**config.mk**
```make
export PLATFORM = sky130hd
export DESIGN_NAME = wb_arbiter
export DESIGN_NICKNAME = d
export VERILOG_FILES = /design/src/rtl/wb_arbiter_pkg.sv /design/src/rtl/wb_arbiter_rr_arbiter.sv /design/src/rtl/wb_arbiter.sv
export SDC_FILE = /design/constraint.sdc
export NUM_CORES = 1
export LEC_CHECK = 0
export CAP_MARGIN = 25
export CORE_AREA = 2 2 270 272
export CTS_CLUSTER_DIAMETER = 150
export DETAILED_ROUTE_END_ITERATION = 6
export DIE_AREA = 0 0 272 274
export HOLD_SLACK_MARGIN = 0.03
export PLACE_DENSITY = 0.4
export REMOVE_ABC_BUFFERS = 1
export SKIP_LAST_GASP = 1
export SYNTH_ARGS = -nofsm -noshare
export SYNTH_HDL_FRONTEND = slang
export SYNTH_SLANG_ARGS = --single-unit
```
**constraint.sdc**
```tcl
create_clock -name clk_i -period 16.3 [get_ports clk_i]
set_input_delay 4.89 -clock clk_i [delete_from_list [all_inputs] [get_ports clk_i]]
set_output_delay 4.89 -clock clk_i [all_outputs]
set_load 0.03 [all_outputs]
```
**src/rtl/wb_arbiter_pkg.sv**
```systemverilog
// Shared write-back definitions: default widths, execution-unit source indices
// and the payload carried from an execution unit to the ROB/regfile port.
package wb_arbiter_pkg;

  localparam int WB_NUM_SRC = 4;
  localparam int WB_XLEN    = 64;
  localparam int WB_ITAG_W  = 8;

  localparam int WB_SRC_ALU = 0;
  localparam int WB_SRC_BRU = 1;
  localparam int WB_SRC_MDU = 2;
  localparam int WB_SRC_LSU = 3;

  typedef struct packed {
    logic [WB_XLEN-1:0]   data;
    logic [WB_XLEN-1:0]   csrdata;
    logic [WB_ITAG_W-1:0] itag;
  } wb_payload_t;

endpackage

```
**src/rtl/wb_arbiter_rr_arbiter.sv**
```systemverilog
// Combinational round-robin selector: the first requester at or after ptr wins,
// wrapping past N-1. Shared by the write-back arbiter and issue-queue select.
module rr_arbiter #(
  parameter int N = 4
) (
  input  logic [N-1:0]         req,
  input  logic [$clog2(N)-1:0] ptr,
  output logic [N-1:0]         grant,
  output logic [$clog2(N)-1:0] grant_idx,
  output logic                 grant_vld
);

  localparam int IDX_W = $clog2(N);
  localparam logic [2*N-1:0] ONE = (2*N)'(1);

  logic [2*N-1:0] req_dbl;
  logic [2*N-1:0] mask;
  logic [2*N-1:0] masked;
  logic [2*N-1:0] lowest;

  // The upper copy of req catches requests below ptr once the lower copy is masked off.
  assign req_dbl = {req, req};
  assign mask    = ~((ONE << ptr) - ONE);
  assign masked  = req_dbl & mask;
  assign lowest  = masked & (~masked + ONE);

  assign grant     = lowest[N-1:0] | lowest[2*N-1:N];
  assign grant_vld = |req;

  always_comb begin
    grant_idx = '0;
    for (int i = 0; i < N; i++) begin
      if (grant[i]) grant_idx = IDX_W'(i);
    end
  end

endmodule

```
**src/rtl/wb_arbiter.sv**
```systemverilog
// Write-back arbiter: picks one execution-unit result per cycle round-robin and
// registers it onto the single ROB/regfile write port with valid/ready backpressure.
module wb_arbiter
  import wb_arbiter_pkg::*;
#(
  parameter int NUM_SRC = WB_NUM_SRC,
  parameter int XLEN    = WB_XLEN,
  parameter int ITAG_W  = WB_ITAG_W
) (
  input  logic                         clk_i,
  input  logic                         arst_ni,
  input  logic                         flush_i,
  input  logic [NUM_SRC-1:0]           src_valid_i,
  input  logic [NUM_SRC*XLEN-1:0]      src_data_i,
  input  logic [NUM_SRC*XLEN-1:0]      src_csrdata_i,
  input  logic [NUM_SRC*ITAG_W-1:0]    src_itag_i,
  output logic [NUM_SRC-1:0]           src_ready_o,
  output logic                         wb_valid_o,
  output logic [XLEN-1:0]              wb_data_o,
  output logic [XLEN-1:0]              wb_csrdata_o,
  output logic [ITAG_W-1:0]            wb_itag_o,
  output logic [$clog2(NUM_SRC)-1:0]   wb_src_o,
  input  logic                         wb_ready_i
);

  localparam int PTR_W = $clog2(NUM_SRC);

  typedef struct packed {
    logic [XLEN-1:0]   data;
    logic [XLEN-1:0]   csrdata;
    logic [ITAG_W-1:0] itag;
  } payload_t;

  logic [PTR_W-1:0]   rr_ptr;
  logic [NUM_SRC-1:0] grant;
  logic [PTR_W-1:0]   grant_idx;
  logic               grant_vld;
  logic               can_load;
  logic               accept_en;
  logic               xfer;
  payload_t           payload_p0;

  logic               vld_p1;
  payload_t           payload_p1;
  logic [PTR_W-1:0]   src_p1;

  // Explicit wrap keeps non-power-of-two source counts from indexing past the last unit.
  function automatic logic [PTR_W-1:0] rr_next(input logic [PTR_W-1:0] idx);
    if (idx == PTR_W'(NUM_SRC - 1)) return '0;
    return idx + 1'b1;
  endfunction

  rr_arbiter #(.N(NUM_SRC)) u_rr (
    .req       (src_valid_i),
    .ptr       (rr_ptr),
    .grant     (grant),
    .grant_idx (grant_idx),
    .grant_vld (grant_vld)
  );

  // Stage p0: select, handshake back to the winning source.
  assign can_load    = !vld_p1 | wb_ready_i;
  assign accept_en   = can_load & !flush_i & arst_ni;
  assign src_ready_o = grant & {NUM_SRC{accept_en}};
  assign xfer        = grant_vld & accept_en;

  always_comb begin
    payload_p0         = '0;
    payload_p0.data    = src_data_i[grant_idx*XLEN +: XLEN];
    payload_p0.csrdata = src_csrdata_i[grant_idx*XLEN +: XLEN];
    payload_p0.itag    = src_itag_i[grant_idx*ITAG_W +: ITAG_W];
  end

  // Stage p1: registered write-back port.
  always_ff @(posedge clk_i or negedge arst_ni) begin
    if (!arst_ni) begin
      vld_p1 <= 1'b0;
      rr_ptr <= '0;
    end else if (flush_i) begin
      vld_p1 <= 1'b0;
    end else if (can_load) begin
      vld_p1 <= xfer;
      if (xfer) rr_ptr <= rr_next(grant_idx);
    end
  end

  always_ff @(posedge clk_i) begin
    if (xfer) begin
      payload_p1 <= payload_p0;
      src_p1     <= grant_idx;
    end
  end

  assign wb_valid_o   = vld_p1;
  assign wb_data_o    = payload_p1.data;
  assign wb_csrdata_o = payload_p1.csrdata;
  assign wb_itag_o    = payload_p1.itag;
  assign wb_src_o     = src_p1;

  a_ready_onehot: assert property (@(posedge clk_i) disable iff (!arst_ni)
    $onehot0(src_ready_o));

  a_hold_stable: assert property (@(posedge clk_i) disable iff (!arst_ni)
    (vld_p1 && !wb_ready_i && !flush_i) |=> (vld_p1 && $stable(payload_p1) && $stable(src_p1)));

  a_hold_no_ready: assert property (@(posedge clk_i) disable iff (!arst_ni)
    (vld_p1 && !wb_ready_i) |-> (src_ready_o == '0));

  a_flush_drops: assert property (@(posedge clk_i) disable iff (!arst_ni)
    flush_i |=> !vld_p1);

  // A source must hold its result until accepted, unless the pipeline flushes it.
  for (genvar g = 0; g < NUM_SRC; g++) begin : g_src_proto
    a_src_hold: assert property (@(posedge clk_i) disable iff (!arst_ni)
      (src_valid_i[g] && !src_ready_o[g] && !flush_i) |=> src_valid_i[g]);
  end

endmodule

```
Yosys cells after proc, flatten, opt, wreduce, memory -nomap -nowiden
Cells that the tools add are included.

Latch bits: 0. Input bits: 552. Register bits: 141. Bits in writable memories: 0. Output and inout bits: 143. Memory bits (read-only): 0. Logic and storage cells: 41. Memories kept: 0.

Bitwise gates (word level): 11. Equality and inequality tests: 1. Shifts and indexed selects: 4. Add/subtract/negate cells: 3. Order comparisons: 0. $mul: 0. Reductions and logical operators: 5. Div/mod/pow operators: 0. Mux-type cells: 11.

Operators with widths (number): indexed part select 256 x 9 -> 64 bit (2); indexed part select 32 x 6 -> 8 bit (1); bitwise AND 8 bit (2); NOT 8 bit (2); adder 8 x 1 -> 8 bit, second input constant (1); two-way mux 2 bit (4); left shift 1 x 2 -> 8 bit, first input constant (1); subtractor 8 x 1 -> 8 bit, second input constant (1); two-way mux 1 bit (7); bitwise AND 4 bit (1); OR 4 bit (1); OR reduction 4 bit (1); bitwise AND 1 bit (3); AND reduction 3 bit (1); adder 2 x 1 -> 2 bit, second input constant (1); == test 2 bit, second input constant (1); zero test 1 bit (2); nonzero test 2 bit (1); NOT 1 bit (1); OR 1 bit (1).

Longest topological paths before layout
Gate-level depths: netlist of run 1.

Word-level depth: 17. Depth in mapped cells: 8. Gate-level depth less buffers: 6.

Hierarchy
A second synthesis of run 1 with hierarchy kept.

Cell total of the unflattened synthesis: 350. Area total of the unflattened synthesis: 7796.2 µm².

Modules (own cells, without submodules): wb_arbiter (instances 1, sequential area each 4219.0 µm², cells an instance 320, area each 7591.0 µm²); rr_arbiter (instances 1, sequential area each 0.0 µm², cells an instance 30, area each 205.2 µm²).

Worst setup path after synthesis of run 1
No wires, ideal clock.

Path kind: input-to-reg. Start point: input wb_ready_i. End point: register rr_ptr[1]. Arrival time: 11.930 ns. Path buffers: 0. Stages on the path: 4. Slack: 4.275 ns. Setup time: 0.095 ns. Required time: 16.205 ns. Cell sequence: nand2b_1 > nand3b_1 > nor2_1 > mux2_2.

Longest elaborated chain between the ends: 5.

RTL lines: start: declaration (RTL line wb_arbiter.sv:23) `input logic wb_ready_i`; OR 1 bit (RTL line wb_arbiter.sv:62) `assign can_load = !vld_p1 | wb_ready_i;`; bitwise AND 1 bit (2 in series) (RTL line wb_arbiter.sv:63) `assign accept_en = can_load & !flush_i & arst_ni;`; bitwise AND 1 bit (RTL line wb_arbiter.sv:65) `assign xfer = grant_vld & accept_en;`; via xfer (RTL line wb_arbiter.sv:40) `logic xfer;`; AND reduction 3 bit (no source line); end signal: assignment (RTL line wb_arbiter.sv:83) `if (xfer) rr_ptr <= rr_next(grant_idx);`; end: declaration (RTL line wb_arbiter.sv:34) `logic [PTR_W-1:0] rr_ptr;`.

The timed path passes the listed nets, and every way through them passes these cells. A chain may end at the register's enable or synchronous reset.

Worst setup path after layout of run 1
Start point: input src_valid_i[0]. End point: output src_ready_o[1].

Longest elaborated chain between the ends: 6.

RTL lines: start: declaration (RTL line wb_arbiter.sv:13) `input logic [NUM_SRC-1:0] src_valid_i,`; bitwise AND 8 bit (RTL line wb_arbiter_rr_arbiter.sv:24) `assign masked = req_dbl & mask;`; NOT 8 bit (RTL line wb_arbiter_rr_arbiter.sv:25) `assign lowest = masked & (~masked + ONE);`; adder 8 x 1 -> 8 bit (RTL line wb_arbiter_rr_arbiter.sv:25); bitwise AND 8 bit (RTL line wb_arbiter_rr_arbiter.sv:25); OR 4 bit (RTL line wb_arbiter_rr_arbiter.sv:27) `assign grant = lowest[N-1:0] | lowest[2*N-1:N];`; bitwise AND 4 bit (RTL line wb_arbiter.sv:64) `assign src_ready_o = grant & {NUM_SRC{accept_en}};`; end: declaration (RTL line wb_arbiter.sv:17) `output logic [NUM_SRC-1:0] src_ready_o,`.

No other way between the ends.

==> flow_summary.yaml, run 1 <==
outcome:
  status: "completed"
clock_tree:
  cts_sinks: 141
  root_buffer: "clkbuf_16"
  worst_skew_pair.late_latency_ns: 0.48
  cts_buffers: 17
  cts_setup_buffers: 0
  ctsHoldBuffers: 0
  htree_levels: 4
  ctsResizeCount: 0
  clockBufferDepth: 2
  cts_tree: "built"
  clkTransAtPathRegs_ns: 0.07
routing:
  final_antenna_net_count: 0
  finalWirelength_microns: 40300
  drc: 0
  drt_iter0_markers: 200
  via_count: 7860
  post_drt_wl_per_cell_microns: 17.7
  viasPerCell: 3.45
  detail_route.first_pass.iterations: 4
floorplanning:
  fp.dieW_microns: 272
  die_area_sq_um: 74500
  placementRows: 99
  die_h_microns: 274
  pin_count: 695
  start_util_pct: 12.9
  coreArea_sq_um: 72000
pwr:
  seqPwrFrac_pct: 24.3
  leakage_nw: 6.71
  swShare_pct: 38.3
  p_clk_share_pct: 17.9
  p_int_w: 0.00141
  p_switching_w: 0.000872
  share_comb_of_total_power_pct: 57.8
  ir_drop_mv: 0.128
  cellPowerDensity_nw_per_um2: 131
  power_w: 0.00228
global_route:
  grt_pass1_wl_microns: 56200
  grt-ovfl-total: 0
  gr-usage-all-layers_pct: 10.4
  antenna_found_initial: 0
  grt_max_degree: 128
  grt_pass1_vias: 8430
timing:
  finalMaxSlewViolations: 0
  max_freq_mhz: 84.9
  fin_ws_ns: 4.51
  clock-skew-final_ns: 0.00979
  period_share_pct: 72.3
  worst_pin_slew_ns: 1.19
  rsz0062_at_grt: "false"
  hold_viol: 0
  setup_viol: 0
  relSlewSlack_pct: 20.8
  min_period_ns: 11.79
synthesis:
  synth_cells: 632
  post_synth_num_cell_types: 30
  ys_ff_latch: 141
  synth_largest_type_area_fraction_pct: 44.6
  synth-compound-area-share_pct: 1.48
  yosysWarnings: 0
  synth_top_cell_by_area: "edfxtp_1"
  ys_top_cells_by_area: "edfxtp_1 45%, mux2i_1 44%, buf_12 3.7%"
  avgSynthCellArea_sq_um: 14.7
  synthMuxAreaShare_pct: 44.2
  syn-cell-area_sq_um: 9290
  synthXorXnorAreaFrac_pct: 0
  yosys.area_share.simple_pct: 0.862
  synth_top_family_by_area: "multiplexers"
  ys_seq_area_share_pct: 45.4
  synthAdderAreaFrac_pct: 0.135
hold_path:
  hold_path_class: "register to register"
finish:
  regArea_sq_um: 4220
  drive_gt1_share_pct: 3.41
  antennaDiodeCount: 0
  mostFrequentLayoutCell: "clkdlybuf4s50_1"
  fillers: 7497
  area_growth_pct: 87.6
  final_cell_mix: "694 x clkdlybuf4s50_1, 409 x mux2i_1, 138 x edfxtp_1"
  fin_nets: 1860
  final_core_util_pct: 24.2
  multi_input_area_sq_um: 4340
worst_setup_path:
  rr_startpoint: "rr_ptr[1]"
  cp.arrival_ns: 6.90
  crit_required_ns: 11.41
  critPathLaunchType: "primary input"
  critPathMaxFanout: 6
  startpoint: "src_valid_i[0]"
  r2r_slack_ns: 12.14
  end_kind: "primary output"
  critical_path_class: "primary input to primary output"
  reg2reg_to: "wb_csrdata_o[52]"
  r2r_cells: 8
  endpoint: "src_ready_o[1]"
place:
  port_buffers: 694
  place.gp.congestion: 0.845
  dpl.hpwl_microns: 32400
  place_ws_ns: 4.56
flow_run:
  cap_violations: 0
[registers in the layout, indices dropped and copies added, names as in the netlist]
register,cells
wb_csrdata_o,64
wb_src_o,2
wb_data_o,64
wb_valid_o,1
rr_ptr,2
wb_itag_o,8
[worst min-delay path by stage]
stage	from	to	slack [ns]	cells after the start
after floorplan	rr_ptr[0]	rr_ptr[0]	0.58	2
after global placement	rr_ptr[1]	rr_ptr[1]	0.64	1
after detailed placement	wb_valid_o	wb_valid_o	0.63	2
after CTS	wb_valid_o	wb_valid_o	0.64	2
after global routing	wb_valid_o	wb_valid_o	0.68	2
final	wb_valid_o	wb_valid_o	0.65	2
[power by group through the flow]
stage	logic, W	clock network [W]	registers (W)
after floorplan	0.00116	0	0.000689
after global placement	0.00134	0	0.000561
after detailed placement	0.00134	0	0.000562
after CTS	0.00135	0.000434	0.000555
after global routing	0.00141	0.000444	0.000560
final	0.00132	0.000408	0.000553
[layout make-up]
type	count	area share, %
clock buffer	19	2.49
clock inverter	13	0.812
inverter	5	0.108
multi-input combinational	440	24.9
sequential	141	24.2
tap	959	6.89
timing repair buffer	702	40.6
[worst max-delay path: stages]
cell and delay, ns:
clkdlybuf4s50_1 0.58, nor3b_2 0.45, a2bb2oi_1 0.29, nor3_1 0.07
clkdlybuf4s50_1 0.60
[metrics by stage]
step	hold slack, ns	cell area, sq um	cells	setup TNS (ns)
final	0.646	17400	2279	0
after global routing	0.676	17400	2279	0
after CTS	0.641	17400	2279	0
after detailed placement	0.628	16800	2247	0
after global placement	0.636	16800	2246	0
after floorplan	0.577	8570	586	-0.428
[synth_stat cells]
cell and count:
a21bo_2 1, a21oi_1 1, buf_8 16, or2_2 1
nand2_1 1, a21boi_0 2, buf_4 3, o211a_1 1
ha_1 1, o221ai_1 1, buf_12 17, dfrtp_1 3
mux2_2 1, a2bb2oi_1 1, a211oi_1 1, buf_6 9
nor3b_2 1, o22ai_1 3, mux2i_1 409, clkbuf_4 1
o2bb2ai_1 1, nand2b_1 2, o21ai_1 1, inv_1 5
nand3b_1 1, a211oi_4 2, nor4_1 1, nor2_1 3
edfxtp_1 138, nor3_1 4
[kinds of logic after synthesis]
group                    count (synthesis)
multiplexers                           410
flip-flops                             141
buffers and inverters                   51
AO/OA/AOI/OAI                           15
AND/OR/NAND/NOR                         14
adder cells (fa/ha/maj)                  1
[routing by layer]
metal / global-route usage [%] / wire [microns] / up-vias
met3: 3.49 / 3070 / 34
met5: 0 / 0 / -
met2: 19.5 / 21900 / 368
met1: 10.7 / 14600 / 3639
met4: 3.64 / 721 / 0
li1: - / - / 3819
Note: power is estimated with default switching activity, not from simulation.
==> run 2: changes to the inputs <==
--- a/config.mk
+++ b/config.mk
@@ -6,12 +6,12 @@
 export NUM_CORES = 1
 export LEC_CHECK = 0
 export CAP_MARGIN = 25
-export CORE_AREA = 2 2 270 272
+export CORE_AREA = 2 2 269 271
 export CTS_CLUSTER_DIAMETER = 150
 export DETAILED_ROUTE_END_ITERATION = 6
-export DIE_AREA = 0 0 272 274
+export DIE_AREA = 0 0 271 273
 export HOLD_SLACK_MARGIN = 0.03
-export PLACE_DENSITY = 0.4
+export PLACE_DENSITY = 0.41
 export REMOVE_ABC_BUFFERS = 1
 export SKIP_LAST_GASP = 1
 export SYNTH_ARGS = -nofsm -noshare
==> constraint.sdc (replaced) <==
create_clock -name clk_i -period 9.81 [get_ports clk_i]
set_input_delay 2.943 -clock clk_i [delete_from_list [all_inputs] [get_ports clk_i]]
set_output_delay 2.943 -clock clk_i [all_outputs]
set_load 0.03 [all_outputs]
==> run 2 against run 1 <==
Net effect:
- first-iteration DRC count increased by 5.0%
- combinational power increased by 65%
- flip-flop and latch count unchanged
- routed wire length decreased by 1.6%
- critical path depth unchanged
- clock skew increased by 0.0068 ns
- register-to-register slack got worse by 5.9 ns
- hold slack got worse by 0.058 ns
- power increased by 63%
- sequential share of layout area increased by 0.091 points
- utilization increased by 0.24 points
- final area decreased by 0.37%
- critical endpoint unchanged
- highest routed layer unchanged
==> flow_summary.yaml, run 2 (synthesized netlist as in run 1, its figures left out) <==
floorplanning:
  fp.dieW_microns: 271
  pin_count: 695
  start_util_pct: 13.1
  die_area_sq_um: 74000
  die_h_microns: 273
  placementRows: 98
  coreArea_sq_um: 71000
timing:
  hold_viol: 0
  setup_viol: 0
  timing.hold.ws_ns: 0.588
  relSlewSlack_pct: 30.2
  finalMaxSlewViolations: 0
  worst_pin_slew_ns: 1.05
  max_freq_mhz: 127
  period_share_pct: 80.3
  min_period_ns: 7.88
  rsz0062_at_grt: "false"
  clock-skew-final_ns: 0.0166
clock_tree:
  ctsResizeCount: 0
  clkTransAtPathRegs_ns: 0.07
  cts_setup_buffers: 0
  cts_sinks: 141
  clockBufferDepth: 2
  worst_skew_pair.late_latency_ns: 0.48
  root_buffer: "clkbuf_16"
  cts_buffers: 17
  cts_tree: "built"
  ctsHoldBuffers: 0
  htree_levels: 4
place:
  placed_cell_area_sq_um: 16800
  place.gp.congestion: 0.851
  port_buffers: 694
  dpl.hpwl_microns: 30800
  place_inst: 2238
finish:
  final_cell_mix: "694 x clkdlybuf4s50_1, 409 x mux2i_1, 138 x edfxtp_1"
  drive_gt1_share_pct: 3.48
  area_growth_pct: 86.9
  mostFrequentLayoutCell: "clkdlybuf4s50_1"
  final_cells: 2271
  final_core_util_pct: 24.4
  final_cell_area_sq_um: 17400
  fin_nets: 1860
worst_setup_path:
  cp.arrival_ns: 4.93
  r2r_slack_ns: 6.20
  rr_startpoint: "rr_ptr[1]"
  end_kind: "primary output"
  r2r_cells: 7
  reg2reg_to: "wb_data_o[54]"
  crit_required_ns: 6.87
  critical_path_class: "primary input to primary output"
  critPathMaxFanout: 6
  critPathLaunchType: "primary input"
pwr:
  power_w: 0.00372
  cellPowerDensity_nw_per_um2: 214
  leakage_nw: 6.69
  ir_drop_mv: 0.234
routing:
  post_drt_wl_per_cell_microns: 17.5
  viasPerCell: 3.48
  final_antenna_net_count: 0
  drt_iter0_markers: 210
  via_count: 7905
  finalWirelength_microns: 39700
  detail_route.first_pass.iterations: 4
  drc: 0
hold_path:
  hold_start: "wb_valid_o"
  hold_path_class: "register to register"
  whs_endpoint: "wb_valid_o"
  whs_path_depth: 2
global_route:
  gr-usage-all-layers_pct: 10.3
  grt_pass1_vias: 8449
  grt_pass1_wl_microns: 55800
  grt-ovfl-total: 0
  grt_max_degree: 141
  antenna_found_initial: 2
outcome:
  status: "completed"
flow_run:
  cap_violations: 0
-- run 2: cell count changes in the layout (fill, tap and decap cells not counted) --
cell       previous run  this run
bufinv_16             2         0
diode_2               0         1
buf_12                3         4
clkbuf_1              2         0
clkinv_1              0         1
buf_16                1         0
inv_6                 3         1
clkinv_4              2         4
clkinv_2              3         6
-- run 2: power by group --
part / internal [W] / switching [W] / leakage, nW
Sequential: 0.000886 / 0.0000346 / 1.32
Clock: 0.000320 / 0.000301 / 0.256
Combinational: 0.00107 / 0.00111 / 5.12
Total: 0.00228 / 0.00144 / 6.69
-- run 2: final cells by class --
cell class | count | area [sq um]
well taps | 950 | 1190
multi-input cells | 440 | 4340
flip-flops and latches | 141 | 4220
diodes | 1 | 2.50
clock buffers | 17 | 425
repair buffers | 702 | 7060
fillers | 7431 | 53600
inverters | 5 | 18.8
clock inverters | 15 | 100
-- run 2: how the worst max path moves through the flow --
stage | startpoint | end | slack [ns]
2_1_floorplan | src_valid_i[3] | wb_src_o[1] | -4.97
3_3_place_gp | src_valid_i[0] | src_ready_o[1] | 2.01
3_5_place_dp | src_valid_i[0] | src_ready_o[1] | 1.95
4_1_cts | src_valid_i[0] | src_ready_o[1] | 1.94
5_1_grt | src_valid_i[0] | src_ready_o[1] | 1.87
6_report | src_valid_i[0] | src_ready_o[1] | 1.93
-- run 2: stage by stage --
| step | TNS, ns | setup WS (ns) |
|---|---|---|
| after global placement | 0 | 2.01 |
| after detailed placement | 0 | 1.95 |
| after floorplan | -570.77 | -4.97 |
| after CTS | 0 | 1.94 |
| final | 0 | 1.93 |
| after global routing | 0 | 1.87 |
-- run 2: critical path: stages --
cell	delay [ns]
clkdlybuf4s50_1	0.57
nor3b_2	0.44
a2bb2oi_1	0.26
nor3_1	0.10
clkdlybuf4s50_1	0.61
-- run 2: per-layer routing --
layer	track usage, %	routed length (microns)
met5	0	0
met4	3.31	663
met3	3.99	3060
met2	19.6	21800
met1	10.2	14200
==> run 3: changes to the inputs <==
--- a/config.mk
+++ b/config.mk
@@ -6,12 +6,12 @@
 export NUM_CORES = 1
 export LEC_CHECK = 0
 export CAP_MARGIN = 25
-export CORE_AREA = 2 2 269 271
+export CORE_AREA = 2 2 273 275
 export CTS_CLUSTER_DIAMETER = 150
 export DETAILED_ROUTE_END_ITERATION = 6
-export DIE_AREA = 0 0 271 273
+export DIE_AREA = 0 0 275 277
 export HOLD_SLACK_MARGIN = 0.03
-export PLACE_DENSITY = 0.41
+export PLACE_DENSITY = 0.39
 export REMOVE_ABC_BUFFERS = 1
 export SKIP_LAST_GASP = 1
 export SYNTH_ARGS = -nofsm -noshare
==> constraint.sdc (replaced) <==
create_clock -name clk_i -period 8.2 [get_ports clk_i]
set_input_delay 2.46 -clock clk_i [delete_from_list [all_inputs] [get_ports clk_i]]
set_output_delay 2.46 -clock clk_i [all_outputs]
set_load 0.03 [all_outputs]
==> run 3 against run 2 <==
Net effect:
- clock skew is 0.0064 ns lower
- first-iteration DRC count is 13% higher
- via count is 0.24% lower
- setup slack worse by 0.59 ns
- combinational power is 20% higher
- register-to-register slack worse by 1.5 ns
- critical endpoint unchanged
==> flow_summary.yaml, run 3 (synthesized netlist as in run 1, its figures left out) <==
outcome:
  status: "completed"
routing:
  drc: 0
  post_drt_wl_per_cell_microns: 17.6
  finalWirelength_microns: 40400
  via_count: 7886
  drt_iter0_markers: 238
  viasPerCell: 3.45
  detail_route.first_pass.iterations: 4
  final_antenna_net_count: 0
finish:
  final_cell_area_sq_um: 17500
  final_core_util_pct: 23.8
  multi_input_area_sq_um: 4340
  drive_gt1_share_pct: 3.26
  antennaDiodeCount: 0
  final_cells: 2289
  fin_nets: 1860
  regArea_sq_um: 4220
  fillers: 7711
  area_growth_pct: 88.2
  final_cell_mix: "694 x clkdlybuf4s50_1, 409 x mux2i_1, 138 x edfxtp_1"
  mostFrequentLayoutCell: "clkdlybuf4s50_1"
floorplanning:
  placementRows: 100
  die_area_sq_um: 76200
  start_util_pct: 12.6
  pin_count: 695
  coreArea_sq_um: 73600
  fp.dieW_microns: 275
  die_h_microns: 277
timing:
  finalMaxSlewViolations: 0
  max_freq_mhz: 146
  timing.hold.ws_ns: 0.611
  clock-skew-final_ns: 0.0102
  tns_ns: 0
  period_share_pct: 83.6
  setup_viol: 0
  rsz0062_at_grt: "false"
  hold_viol: 0
  worst_pin_slew_ns: 0.992
  relSlewSlack_pct: 33.9
  min_period_ns: 6.85
worst_setup_path:
  crit_required_ns: 5.74
  critical_path.max_stage_delay_ns: 0.61
  critical_path_class: "primary input to primary output"
  crit_path_cell_trace: "clkdlybuf4s50_1, nor3b_2, a2bb2oi_1, nor3_1, clkdlybuf4s50_1"
  crit_slowest_cell: "clkdlybuf4s50_1"
  cp.arrival_ns: 4.39
  cp_common_cell: "clkdlybuf4s50_1"
  cp_top_family: "buffers and inverters"
  end_kind: "primary output"
  path_buf_inv: 2
  critPathLaunchType: "primary input"
  critPathMaxFanout: 6
clock_tree:
  worst_skew_pair.late_latency_ns: 0.47
  root_buffer: "clkbuf_16"
  cts_tree: "built"
  cts_buffers: 17
  ctsResizeCount: 0
  cts_setup_buffers: 0
  clkTransAtPathRegs_ns: 0.06
  cts_sinks: 141
  clockBufferDepth: 2
  htree_levels: 4
  ctsHoldBuffers: 0
place:
  place_inst: 2257
  port_buffers: 694
  place.gp.congestion: 0.809
  placed_cell_area_sq_um: 16900
  dpl.hpwl_microns: 31600
global_route:
  grt-ovfl-total: 0
  gr-usage-all-layers_pct: 10.2
  grt_max_degree: 141
  grt_pass1_wl_microns: 56100
  antenna_found_initial: 0
  grt_pass1_vias: 8450
pwr:
  leakage_nw: 6.73
  ir_drop_mv: 0.344
  cellPowerDensity_nw_per_um2: 261
flow_run:
  cap_violations: 0
hold_path:
  hold_path_class: "register to register"
[run 3: path summary, 6_finish.rpt]
path | startpoint | end | slack [ns] | depth (start not counted)
worst max-delay path | src_valid_i[0] | src_ready_o[1] | 1.35 | 5
worst min-delay path | wb_valid_o | wb_valid_o | 0.61 | 2
worst max register to register | rr_ptr[1] | wb_csrdata_o[51] | 4.66 | 8
worst min register to register | wb_valid_o | wb_valid_o | 0.61 | 2
max in group asynchronous | arst_ni | rr_ptr[1] | 5.85 | 1
min in group asynchronous | arst_ni | wb_valid_o | 2.19 | 1
[run 3: power by group]
group          switching, W  internal, W  total (W)
Clock              0.000361     0.000479   0.000840
Sequential        0.0000406      0.00106    0.00110
Combinational       0.00133      0.00129    0.00262
Total               0.00173      0.00283    0.00456
[run 3: metal layers]
| metal | GRT usage, % | vias to the layer above | wire [microns] |
|---|---|---|---|
| met5 | 0 | - | 0 |
| met4 | 3.67 | 0 | 803 |
| met3 | 3.10 | 37 | 3280 |
| met2 | 19.8 | 376 | 22300 |
| met1 | 9.89 | 3656 | 14000 |
| li1 | - | 3817 | - |
[run 3: final cells by class]
type / count / area share (%)
clock buffers: 19 / 2.48
repair buffers: 702 / 40.5
flip-flops and latches: 141 / 24.1
inverters: 5 / 0.107
well taps: 969 / 6.94
clock inverters: 13 / 0.945
multi-input cells: 440 / 24.9
[run 3: per-stage QoR]
| step | power, W | setup slack, ns |
|---|---|---|
| after floorplan | 0.00369 | -6.10 |
| after global placement | 0.00380 | 1.38 |
| after detailed placement | 0.00381 | 1.36 |
| after CTS | 0.00470 | 1.35 |
| after global routing | 0.00484 | 1.29 |
| final | 0.00456 | 1.35 |
[run 3: tightest hold or removal path: cells and delay by family, from the launching register on]
kind / cells / cell delay (ns)
DFF: 1 / 0.39
AOI/OAI and AO/OA: 1 / 0.08
and+or+nand+nor: 1 / 0.09
